<file path="config.mk">
export PLATFORM = sky130hd
export DESIGN_NAME = load_conditioner
export DESIGN_NICKNAME = d
export VERILOG_FILES = /design/src/rtl/load_conditioner_pkg.sv /design/src/rtl/load_conditioner_sync_2ff.sv /design/src/rtl/load_conditioner.sv
export SDC_FILE = /design/constraint.sdc
export NUM_CORES = 1
export LEC_CHECK = 0
export ABC_AREA = 1
export BUFFER_PORTS_ARGS = -buffer_cell sky130_fd_sc_hd__clkbuf_2
export CORE_MARGIN = 3
export CORE_UTILIZATION = 30
export CTS_CLUSTER_DIAMETER = 80
export DETAILED_ROUTE_END_ITERATION = 10
export SLEW_MARGIN = 20
export SYNTH_ARGS = -nofsm -noshare
export SYNTH_HDL_FRONTEND = slang
export SYNTH_SLANG_ARGS = --single-unit
</file>
<file path="constraint.sdc">
create_clock -name load_conditioner_clk -period 3.65 [get_ports load_conditioner_clk]
set_input_delay 0.1825 -clock load_conditioner_clk [delete_from_list [all_inputs] [get_ports load_conditioner_clk]]
set_output_delay 0.1825 -clock load_conditioner_clk [all_outputs]
set_load 0.005 [all_outputs]
</file>
<file path="src/rtl/load_conditioner_pkg.sv">
// Shared types and constants for the load-button conditioner.
// The FSM encoding keeps the debounced level in bit 1, so level decodes
// straight from a flop with no combinational glitching.
package load_conditioner_pkg;

  localparam int CNT_W                   = 24;
  localparam int DEFAULT_DEBOUNCE_CYCLES = 1_000_000;
  localparam int DEFAULT_REPEAT_CYCLES   = 25_000_000;

  typedef logic [1:0] state_t;

  localparam state_t ST_IDLE         = 2'b00;
  localparam state_t ST_PRESS_WAIT   = 2'b01;
  localparam state_t ST_HELD         = 2'b10;
  localparam state_t ST_RELEASE_WAIT = 2'b11;

  // Debounced level is high in HELD and RELEASE_WAIT only.
  function automatic logic level_of(state_t s);
    return s[1];
  endfunction

endpackage

</file>
<file path="src/rtl/load_conditioner_sync_2ff.sv">
// Two-flop synchronizer for asynchronous inputs, any bus width.
// Each bit is synchronized independently; the switch bus is only sampled
// once the button has been stable for many cycles, so bit skew is harmless.
module sync_2ff #(
  parameter int WIDTH = 1
) (
  input  logic             clk_i,
  input  logic             rst_ni,
  input  logic [WIDTH-1:0] d_i,
  output logic [WIDTH-1:0] q_o
);

  logic [WIDTH-1:0] meta_q;
  logic [WIDTH-1:0] sync_q;

  // Metastability stage followed by the stable output stage.
  always_ff @(posedge clk_i or negedge rst_ni) begin
    if (!rst_ni) begin
      meta_q <= '0;
      sync_q <= '0;
    end else begin
      meta_q <= d_i;
      sync_q <= meta_q;
    end
  end

  assign q_o = sync_q;

endmodule

</file>
<file path="src/rtl/load_conditioner.sv">
// Load push-button conditioner: synchronizes the button and switch bus,
// debounces the button and emits a one-cycle load strobe with the captured
// switch word on each accepted press.
// Optional feature: define LOAD_CONDITIONER_AUTOREPEAT_EN to emit further
// strobes every REPEAT_CYCLES cycles while the button stays held.
module load_conditioner
  import load_conditioner_pkg::*;
#(
  parameter int WIDTH           = 16,
  parameter int DEBOUNCE_CYCLES = DEFAULT_DEBOUNCE_CYCLES,
  parameter int REPEAT_CYCLES   = DEFAULT_REPEAT_CYCLES
) (
  input  logic             load_conditioner_clk,
  input  logic             load_conditioner_rst,
  input  logic             load_conditioner_btn,
  input  logic [WIDTH-1:0] load_conditioner_sw,
  output logic             load_conditioner_load,
  output logic [WIDTH-1:0] load_conditioner_value,
  output logic             load_conditioner_level
);

  // Count value that completes DEBOUNCE_CYCLES consecutive stable samples
  // (the entry sample into a WAIT state is sample number one, count 0).
  localparam logic [CNT_W-1:0] DB_TERM = CNT_W'(DEBOUNCE_CYCLES - 1);
  localparam logic [CNT_W-1:0] CNT_MAX = '1;

  logic [0:0]       btn_sync;
  logic             btn_s;
  logic [WIDTH-1:0] sw_s;

  state_t           state_q, state_d;
  logic [CNT_W-1:0] cnt_q, cnt_d;
  logic [CNT_W-1:0] cnt_inc;
  logic             load_q, load_d;
  logic [WIDTH-1:0] value_q, value_d;

  sync_2ff #(.WIDTH(1)) u_sync_btn (
    .clk_i  (load_conditioner_clk),
    .rst_ni (load_conditioner_rst),
    .d_i    (load_conditioner_btn),
    .q_o    (btn_sync)
  );

  sync_2ff #(.WIDTH(WIDTH)) u_sync_sw (
    .clk_i  (load_conditioner_clk),
    .rst_ni (load_conditioner_rst),
    .d_i    (load_conditioner_sw),
    .q_o    (sw_s)
  );

  assign btn_s = btn_sync[0];

  // Saturating increment keeps the debounce counter from ever wrapping.
  assign cnt_inc = (cnt_q == CNT_MAX) ? cnt_q : cnt_q + CNT_W'(1);

`ifdef LOAD_CONDITIONER_AUTOREPEAT_EN
  localparam int              REP_W    = $clog2(REPEAT_CYCLES + 1);
  localparam logic [REP_W-1:0] REP_TERM = REP_W'(REPEAT_CYCLES);

  logic [REP_W-1:0] rep_q, rep_d;
  logic [REP_W-1:0] rep_inc;

  assign rep_inc = rep_q + REP_W'(1);
`endif

  // Debounce FSM next-state, strobe and capture decisions.
  always_comb begin
    state_d = state_q;
    cnt_d   = cnt_q;
    load_d  = 1'b0;
    value_d = value_q;
`ifdef LOAD_CONDITIONER_AUTOREPEAT_EN
    rep_d   = rep_q;
`endif
    case (state_q)
      ST_IDLE: begin
        if (btn_s) begin
          state_d = ST_PRESS_WAIT;
          cnt_d   = '0;
        end
      end
      ST_PRESS_WAIT: begin
        if (!btn_s) begin
          state_d = ST_IDLE;
          cnt_d   = '0;
        end else if (cnt_inc >= DB_TERM) begin
          state_d = ST_HELD;
          cnt_d   = '0;
          load_d  = 1'b1;
          value_d = sw_s;
        end else begin
          cnt_d = cnt_inc;
        end
      end
      ST_HELD: begin
        if (!btn_s) begin
          state_d = ST_RELEASE_WAIT;
          cnt_d   = '0;
        end
`ifdef LOAD_CONDITIONER_AUTOREPEAT_EN
        else if (rep_inc >= REP_TERM) begin
          load_d  = 1'b1;
          value_d = sw_s;
          rep_d   = '0;
        end else begin
          rep_d = rep_inc;
        end
`endif
      end
      ST_RELEASE_WAIT: begin
        // A high sample is a release glitch: go back without a new strobe.
        if (btn_s) begin
          state_d = ST_HELD;
          cnt_d   = '0;
        end else if (cnt_inc >= DB_TERM) begin
          state_d = ST_IDLE;
          cnt_d   = '0;
        end else begin
          cnt_d = cnt_inc;
        end
      end
      default: begin
        state_d = ST_IDLE;
        cnt_d   = '0;
      end
    endcase
`ifdef LOAD_CONDITIONER_AUTOREPEAT_EN
    // Every entry into HELD restarts the repeat period.
    if ((state_d == ST_HELD) && (state_q != ST_HELD)) begin
      rep_d = '0;
    end
`endif
  end

  // State, counter and output registers with asynchronous clear.
  always_ff @(posedge load_conditioner_clk or negedge load_conditioner_rst) begin
    if (!load_conditioner_rst) begin
      state_q <= ST_IDLE;
      cnt_q   <= '0;
      load_q  <= 1'b0;
      value_q <= '0;
    end else begin
      state_q <= state_d;
      cnt_q   <= cnt_d;
      load_q  <= load_d;
      value_q <= value_d;
    end
  end

`ifdef LOAD_CONDITIONER_AUTOREPEAT_EN
  // Repeat-period counter, only present when auto-repeat is built in.
  always_ff @(posedge load_conditioner_clk or negedge load_conditioner_rst) begin
    if (!load_conditioner_rst) begin
      rep_q <= '0;
    end else begin
      rep_q <= rep_d;
    end
  end
`endif

  assign load_conditioner_load  = load_q;
  assign load_conditioner_value = value_q;
  assign load_conditioner_level = level_of(state_q);

endmodule

</file>
== Yosys cells after proc, flatten, opt, wreduce, memory -nomap -nowiden ==
Cells that the tools add are included.
Cells by class
  add/subtract/negate cells: 1
  $mul: 0
  divide/modulo/power cells: 0
  order comparisons: 1
  eq/ne operators: 8
  shifts and indexed selects: 0
  mux-type cells: 17
  bitwise gates (word level): 0
  reduce and logical (&&, ||, !) cells: 4
Operators with widths (number)
  24-bit 2-to-1 mux: 6
  24-bit case mux with 4 select lines: 1
  24-bit by 1-bit adder with 24-bit output, second input constant: 1
  24-bit == test, second input constant: 1
  24-bit by 20-bit >= comparator with 1-bit output, second input constant: 1
  2-bit 2-to-1 mux: 6
  2-bit case mux with 4 select lines: 1
  2-bit == test, second input constant: 2
  4-bit AND reduction: 1
  1-bit 2-to-1 mux: 3
  3-bit by 2-bit inequality test with 1-bit output, second input constant: 1
  3-bit inequality test, second input constant: 1
  3-bit AND reduction: 1
  2-bit by 1-bit == test with 1-bit output, second input constant: 1
  2-bit zero test: 1
  2-bit by 1-bit inequality test with 1-bit output, second input constant: 1
  2-bit inequality test, second input constant: 1
  2-bit AND reduction: 1
Storage, ports and cells
  bits in registers: 77
  latch bits: 0
  memory bits (writable): 0
  bits in read-only memories: 0
  input port bits: 19
  output and inout port bits: 18
  word-level logic and storage cells: 39
  memories kept: 0

== Depth between registers and ports, before layout ==
Gate-level depths: netlist of run 1.
  depth after elaboration: 6
  depth in mapped cells: 18
  gate-level depth less buffers: 16

== Modules after synthesis ==
Synthesis of run 1 repeated with hierarchy kept, for this count alone.
Unflattened totals
  cells, all modules: 421
  area total of the unflattened synthesis: 3518.4 um^2
Modules (own cells, without submodules)
  load_conditioner: times used 1, cells each 387, area each 2667.6 um^2, sequential area each 1076.0 um^2
  sync_2ff at u_sync_sw: times used 1, cells each 32, area each 800.8 um^2, sequential area each 800.8 um^2
  sync_2ff at u_sync_btn: times used 1, cells each 2, area each 50.0 um^2, sequential area each 50.0 um^2

== Worst setup path before layout of run 1 ==
OpenSTA, ideal clock, no wires.
  path type: register to register
  from: register cnt_q[1]
  to: register value_q[0] (netlist: load_conditioner_value[0])
  setup time: 0.116 ns
  data arrival time: 2.079 ns
  data required time: 3.534 ns
  setup slack: 1.454 ns
  cell stages (with the launch flop): 19
  path buffers: 2
  period minus slack after synthesis: 2.196 ns
  cells stage by stage: dfrtp_1 ha_1 inv_2 nor2_4 nand2_4 nor2_8 nand2_4 buf_6 nand2_2 nand2_1 nor2_1 nand3_1 nand2_2 nand3_2 nand3_4 nand2_4 buf_6 nand2_1 nand2_1
Between the ends
  word-level cells in the longest chain between the ends: 4
  elaborated cells on any way between the ends: 5
  those cells by class: add/sub (1); order compare (1); eq/ne (1); mux (1); reduce/logical (1)
RTL lines
  start: declaration: RTL line load_conditioner.sv:32  | logic [CNT_W-1:0] cnt_q, cnt_d;
  start signal: assignment: RTL line load_conditioner.sv:144  | cnt_q <= cnt_d;
  24-bit by 1-bit adder with 24-bit output / 24-bit == test (equally long branches): RTL line load_conditioner.sv:54  | assign cnt_inc = (cnt_q == CNT_MAX) ? cnt_q : cnt_q + CNT_W'(1);
  24-bit 2-to-1 mux (*): RTL line load_conditioner.sv:54
  24-bit by 20-bit >= comparator with 1-bit output (*): RTL line load_conditioner.sv:86  | end else if (cnt_inc >= DB_TERM) begin
  3-bit AND reduction (no source line) (*)
  end signal: assignment: RTL line load_conditioner.sv:146  | value_q <= value_d;
  end: declaration: RTL line load_conditioner.sv:35  | logic [WIDTH-1:0] value_q, value_d;
Every way passes the cells marked *; elsewhere a longest branch is shown, timed or not.
A chain may end at the register's enable or synchronous reset.

== Worst setup path in the final report of run 1 ==
  from: register cnt_q[0]
  to: register cnt_q[7]
Between the ends
  word-level cells in the longest chain between the ends: 6
  elaborated cells on any way between the ends: 8
  those cells by class: add/sub (1); order compare (1); eq/ne (1); mux (5)
RTL lines
  24-bit by 1-bit adder with 24-bit output / 24-bit == test (equally long branches): RTL line load_conditioner.sv:54
  24-bit 2-to-1 mux (*): RTL line load_conditioner.sv:54
  24-bit by 20-bit >= comparator with 1-bit output: RTL line load_conditioner.sv:86, load_conditioner.sv:115
  24-bit 2-to-1 mux (*): RTL line load_conditioner.sv:86, load_conditioner.sv:115
  24-bit 2-to-1 mux, on equally long branches: RTL line load_conditioner.sv:112, load_conditioner.sv:83
  24-bit case mux with 4 select lines (*): RTL line load_conditioner.sv:75  | case (state_q)
Marks and branches as above.

==> run metrics, run 1 <==
final hold slack -0.0133 ns; critical path fanouts, max 23; leading cell types in the layout, fill and taps excluded nand2_1 (161), dfrtp_1 (77), nor2_1 (44); clock buffer count from CTS 9; setup violators final 0; Final WS setup about 0.72 ns; CTS max path bufs 2; routability cong. 0.924; CTS tree yes; Routed WL 8550 um; Max-Cap Viols 0; PwrDens 408 mW/mm2; GRT overflow 0; mux contribution to synthesized area 0%; Reg2Reg Depth 13; final hold viol count 12; Compound-Gate Fraction of Synth Area 2.01%; sequential fraction of the synthesis area about half; post-CTS setup buffer count 0; number of synthesized register bits 77; setup_tns 0 ns; mean post-synth cell area approximately 8.4 um2; Final nets 519; Die X 118 um; # DRC 0; Setup CP Type reg2reg; Area growth, synth to finish 21.4%; commonest non-fill, non-tap cell in the layout nand2_1; status finished, violations left; number of diodes 0; crit end category register; Die Y 118 um; global-route wire length before repair around 15000 um; xor/xnor share of the synthesized area 1.17%; Syn Nets around 460; Post-DP Area 0.00405 mm2; DR WL/cell approximately 13 um; post-route minimum period approximately 2.9 ns; worst skew pair latency 0.33 ns; DPL Wire Length approximately 6000 um; initial antenna violation count 0; clock skew 0.00801 ns; share of layout cells above drive strength 1 slightly below 20%; antenna-violating nets left 0; CP Launch Type register; Total Power between 0.0015 and 0.002 W; Worst Max-Slew Pin Slew 0.935 ns; initial drt markers 207; Arr. time, crit path 3.14 ns; leakage 2.28 nW; Core ar. about 0.012 mm2; Max Clk Rate 341 MHz; Starting Density 30.9%; CTS clk-pin slew, worst paths approximately 0.060 ns; CTS Root Cell clkbuf_16; RSZ-0062 raised after global routing false; Post-Place Setup Slack 0.792 ns; H-tree depth 3; crit share post-route 80.3%; Crit path required time 3.86 ns; GRT Util Overall 13.1%; simple-gate share of the synthesized area between 30% and 40%; Slew HR 37.7%; Synth Instances 444; row count 40; synthesis warning total 0; adder-cell area share of the yosys netlist less than 1%; R2R Path Start cnt_q[0]$_DFFE_PN0P_; via count 3053; Top-Level Pins 37; Max Slew Vio Count 0; vias in the first global route 3117; synthesized area 0.00373 mm2; clock tree sinks 77; main combinational cell family by area after synthesis simple AND/OR/NAND/NOR gates; DRT Pass-1 Iters 5; failing checks negative hold slack; design area between 0.004 and 0.005 mm2; Vias/cell 4.54; largest net degree at the start of global routing between 70 and 80; Distinct cells, synth 32; Hold/Removal Path Class in2async; number of port buffers 36; Die Area around 0.014 mm2; Worst IR Drop VDD 239 uV; CP Launch Point cnt_q[0]$_DFFE_PN0P_
-- worst max-delay path, stage by stage, from the launching register on --
cell and delay, ns:
dfrtp_1 0.49, ha_1 0.29, inv_2 0.06, nor2_4 0.17, nand2_4 0.11, nor2_8 0.15
nand2_4 0.18, nand2_2 0.14, nand3_2 0.09, nor2_2 0.20, nand3_1 0.42, buf_4 0.34
nand4_1 0.09, nand2_1 0.06
-- stage by stage --
step / hold slack, ns / instances / utilization, %
floorplan: -0.113 / 444 / -
global placement: 0.291 / 639 / 33.6
detailed placement: 0.292 / 639 / 33.6
CTS: 0.0387 / 672 / 37.5
global route: 0.0758 / 672 / 37.5
finish: -0.0133 / 672 / 37.5
-- final timing paths --
kind	slack, ns	endpoint
max	0.72	cnt_q[7]$_DFFE_PN0P_
min	-0.01	load_conditioner_load$_DFF_PN0_
max reg2reg	0.72	cnt_q[7]$_DFFE_PN0P_
min reg2reg	0.35	u_sync_sw.q_o[2]$_DFF_PN0_
max in group asynchronous	3.05	cnt_q[0]$_DFFE_PN0P_
min in group load_conditioner_clk	0.35	u_sync_sw.q_o[2]$_DFF_PN0_
-- synth_stat cells --
cell type	instances	area share, %
nand2_2	10	1.7
buf_8	1	0.40
inv_1	31	3.1
nor2_4	2	0.60
nand2_1	161	16
o21ai_0	4	0.54
nor2_8	1	0.54
buf_6	4	1.2
ha_1	1	0.34
or2_2	3	0.50
nand2_4	4	1.2
and2_2	1	0.20
o21bai_1	5	1.0
buf_2	3	0.40
a21boi_0	1	0.20
clkbuf_1	5	0.50
buf_12	1	0.54
a21oi_1	2	0.27
nand4_1	25	4.2
buf_4	1	0.20
nand3_2	11	3.0
clkinv_1	1	0.10
nor3_1	2	0.27
nand3_1	28	3.8
nor2_2	4	0.67
nand3_4	1	0.47
xor2_1	3	0.70
nor2_1	44	4.4
inv_2	3	0.30
nand3b_1	2	0.40
dfrtp_1	77	52
xnor2_1	2	0.47
-- timing repair --
action | CTS | global route
hold endpoints to repair | 17 | 0
resized for setup | 0 | 0
hold buffers | 17 | 0
-- cell type report --
cell class | instances | area [um2]
multi-input cells | 317 | 1560
well taps | 168 | 210
fillers | 1204 | 7530
clock inverters | 7 | 80.1
clock buffers | 9 | 225
flip-flops and latches | 77 | 1930
inverters | 35 | 131
repair buffers | 59 | 398
-- report_power, final --
| part | switching, W | internal [W] | leakage, nW |
|---|---|---|---|
| Sequential | 0.0000101 | 0.000875 | 0.993 |
| Clock | 0.000358 | 0.000539 | 0.148 |
| Combinational | 0.0000405 | 0.0000270 | 1.14 |
| Total | 0.000409 | 0.00144 | 2.28 |
-- layer usage --
layer  global-route usage (%)  vias up  part of all wire (%)
li1                         -     1517                     -
met2                     20.3       86                    45
met3                     2.98       20                   4.7
met5                        0        -                     0
met1                     17.8     1430                    48
met4                     4.98        0                   2.7
-- registers in the layout, indices dropped and copies added (netlist names), named ones only --
register,cells
u_sync_btn.meta_q,1
cnt_q,24
load_conditioner_value,16
state_q,1
u_sync_btn.q_o,1
load_conditioner_load,1
u_sync_sw.q_o,16
u_sync_sw.meta_q,16
-- cells by family after synthesis --
logic type	Yosys count
adder cells (fa/ha/maj)	1
flip-flops	77
AND/OR/NAND/NOR	299
AO/OA/AOI/OAI	12
buffers and inverters	50
XOR/XNOR	5
(Power assumes the default switching activity.)
==> run 2, diff against run 1 <==
clock period = 2.88 ns   (was 3.65 ns; I/O delays follow)
==> run metrics, run 2 (synthesized netlist as in run 1, its figures left out) <==
status finished clean; CP Launch Point cnt_q[1]$_DFFE_PN0P_; GRT Util Overall 12.8%; CTS tree yes; Vias/cell 4.49; Starting Density 30.9%; Max-Cap Viols 0; Routed WL 8340 um; area of the multi-input gates 0.00156 mm2; Hold/Removal Path Class reg2reg; setup violators final 0; Die Y ~120 um; critical path fanouts, max 23; Area growth, synth to finish 22.0%; Largest register FFs 24; row count 40; final hold viol count 0; Final WS setup between 0.2 and 0.3 ns; final hold slack 0.347 ns; Max Slew Vio Count 0; setup_tns 0 ns; H-tree depth 3; Final nets 522; CTS clk-pin slew, worst paths 0.06 ns; DPL Wire Length 5890 um; CTS Root Cell clkbuf_16; leakage 2.30 nW; vias in the first global route around 3000; post-route minimum period 2.58 ns; crit share post-route 89.7%; clock skew 0.0111 ns; antenna-violating nets left 0; # DRC 0; Top reg by flops cnt_q; Crit path required time around 3.1 ns; Die X 118 um; number of port buffers 36; Arr. time, crit path 2.81 ns; register area roughly 0.0019 mm2; post-CTS setup buffer count 0; Top-Level Pins 37; crit end category register; CP Launch Type register; Worst IR Drop VDD 278 uV; routability cong. 0.939; commonest non-fill, non-tap cell in the layout nand2_1; RSZ-0062 raised after global routing false; leading cell types in the layout, fill and taps excluded nand2_1 (161), dfrtp_1 (77), nor2_1 (44); via count 3030; min-delay src u_sync_sw.meta_q[6]$_DFF_PN0_; Max Clk Rate 387 MHz; largest net degree at the start of global routing 78; worst skew pair latency ~0.34 ns; Core ar. 0.0121 mm2; Die Area 0.0138 mm2; DR WL/cell roughly 12 um; Post-Place Setup Slack roughly 0.30 ns; GRT overflow 0; share of layout cells above drive strength 1 between 10% and 20%; initial drt markers approximately 200; initial antenna violation count 0; global-route wire length before repair 14600 um; PwrDens 517 mW/mm2; Setup CP Type reg2reg; Slew HR between 30% and 40%; Total Power ~0.0024 W; R2R Path Start cnt_q[1]$_DFFE_PN0P_; DRT Pass-1 Iters 4; Util after Layout 37.7%; clock buffer count from CTS 9; number of diodes 0; CTS max path bufs 2; clock tree sinks 77; # fillers 1223; Worst Max-Slew Pin Slew 0.964 ns
==> run 2: changes by cell type in the layout (fill, tap and decap cells not counted) <==
cell / delta
buf_4: +2
dlygate4sd3_1: +1
==> run 2: worst paths after layout <==
check | to | slack, ns | depth (start not counted)
worst max-delay path | load_conditioner_value[1]$_DFFE_PN0P_ | 0.30 | 16
worst min-delay path | u_sync_sw.q_o[6]$_DFF_PN0_ | 0.35 | 0
worst max register to register | load_conditioner_value[1]$_DFFE_PN0P_ | 0.30 | 16
worst min register to register | u_sync_sw.q_o[6]$_DFF_PN0_ | 0.35 | 0
max in group asynchronous | cnt_q[3]$_DFFE_PN0P_ | 1.77 | 2
min in group asynchronous | load_conditioner_load$_DFF_PN0_ | 0.49 | 2
==> run 2: stage by stage <==
step | instances | area (um2)
final | 675 | 4550
after global routing | 675 | 4550
after CTS | 675 | 4550
after detailed placement | 641 | 4070
after global placement | 641 | 4070
after floorplan | 444 | 3730
==> run 2: area by class of cell <==
class                           instances  area share [%]
Clock buffer                            9            4.95
Tap cell                              168            4.62
Sequential cell                        77            42.3
Timing Repair Buffer                   62            9.29
Clock inverter                          7            1.76
Inverter                               35            2.89
Multi-Input combinational cell        317            34.2
==> run 2: power breakdown <==
part           internal (W)  switching (W)  leakage [nW]
Combinational     0.0000367      0.0000556          1.16
Clock              0.000683       0.000461         0.148
Sequential          0.00111      0.0000108         0.993
==> run 2: repair_timing <==
item,4_1_cts,5_1_grt
gates resized for setup,0,0
endpoints found under the hold margin,18,0
hold buffers,18,0
==> run 2: per-layer routing <==
metal	track usage, %	wire, um
met1	16.9	3910
met2	20.6	3930
met3	2.98	336
met4	4.91	167
met5	0	0
==> run 2: critical path, cell delays in order (launching register included) <==
cell and delay (ns):
dfrtp_1 0.40, ha_1 0.27, inv_2 0.07, nor2_4 0.18, nand2_4 0.11, nor2_8 0.15
nand2_4 0.17, nand2_1 0.18, nor2_1 0.07, nand2_1 0.09, nand2_1 0.07, nand2_2 0.10
nand2_4 0.06, nand3_4 0.18, nand2_4 0.17, nand2_1 0.13, nand2_1 0.06
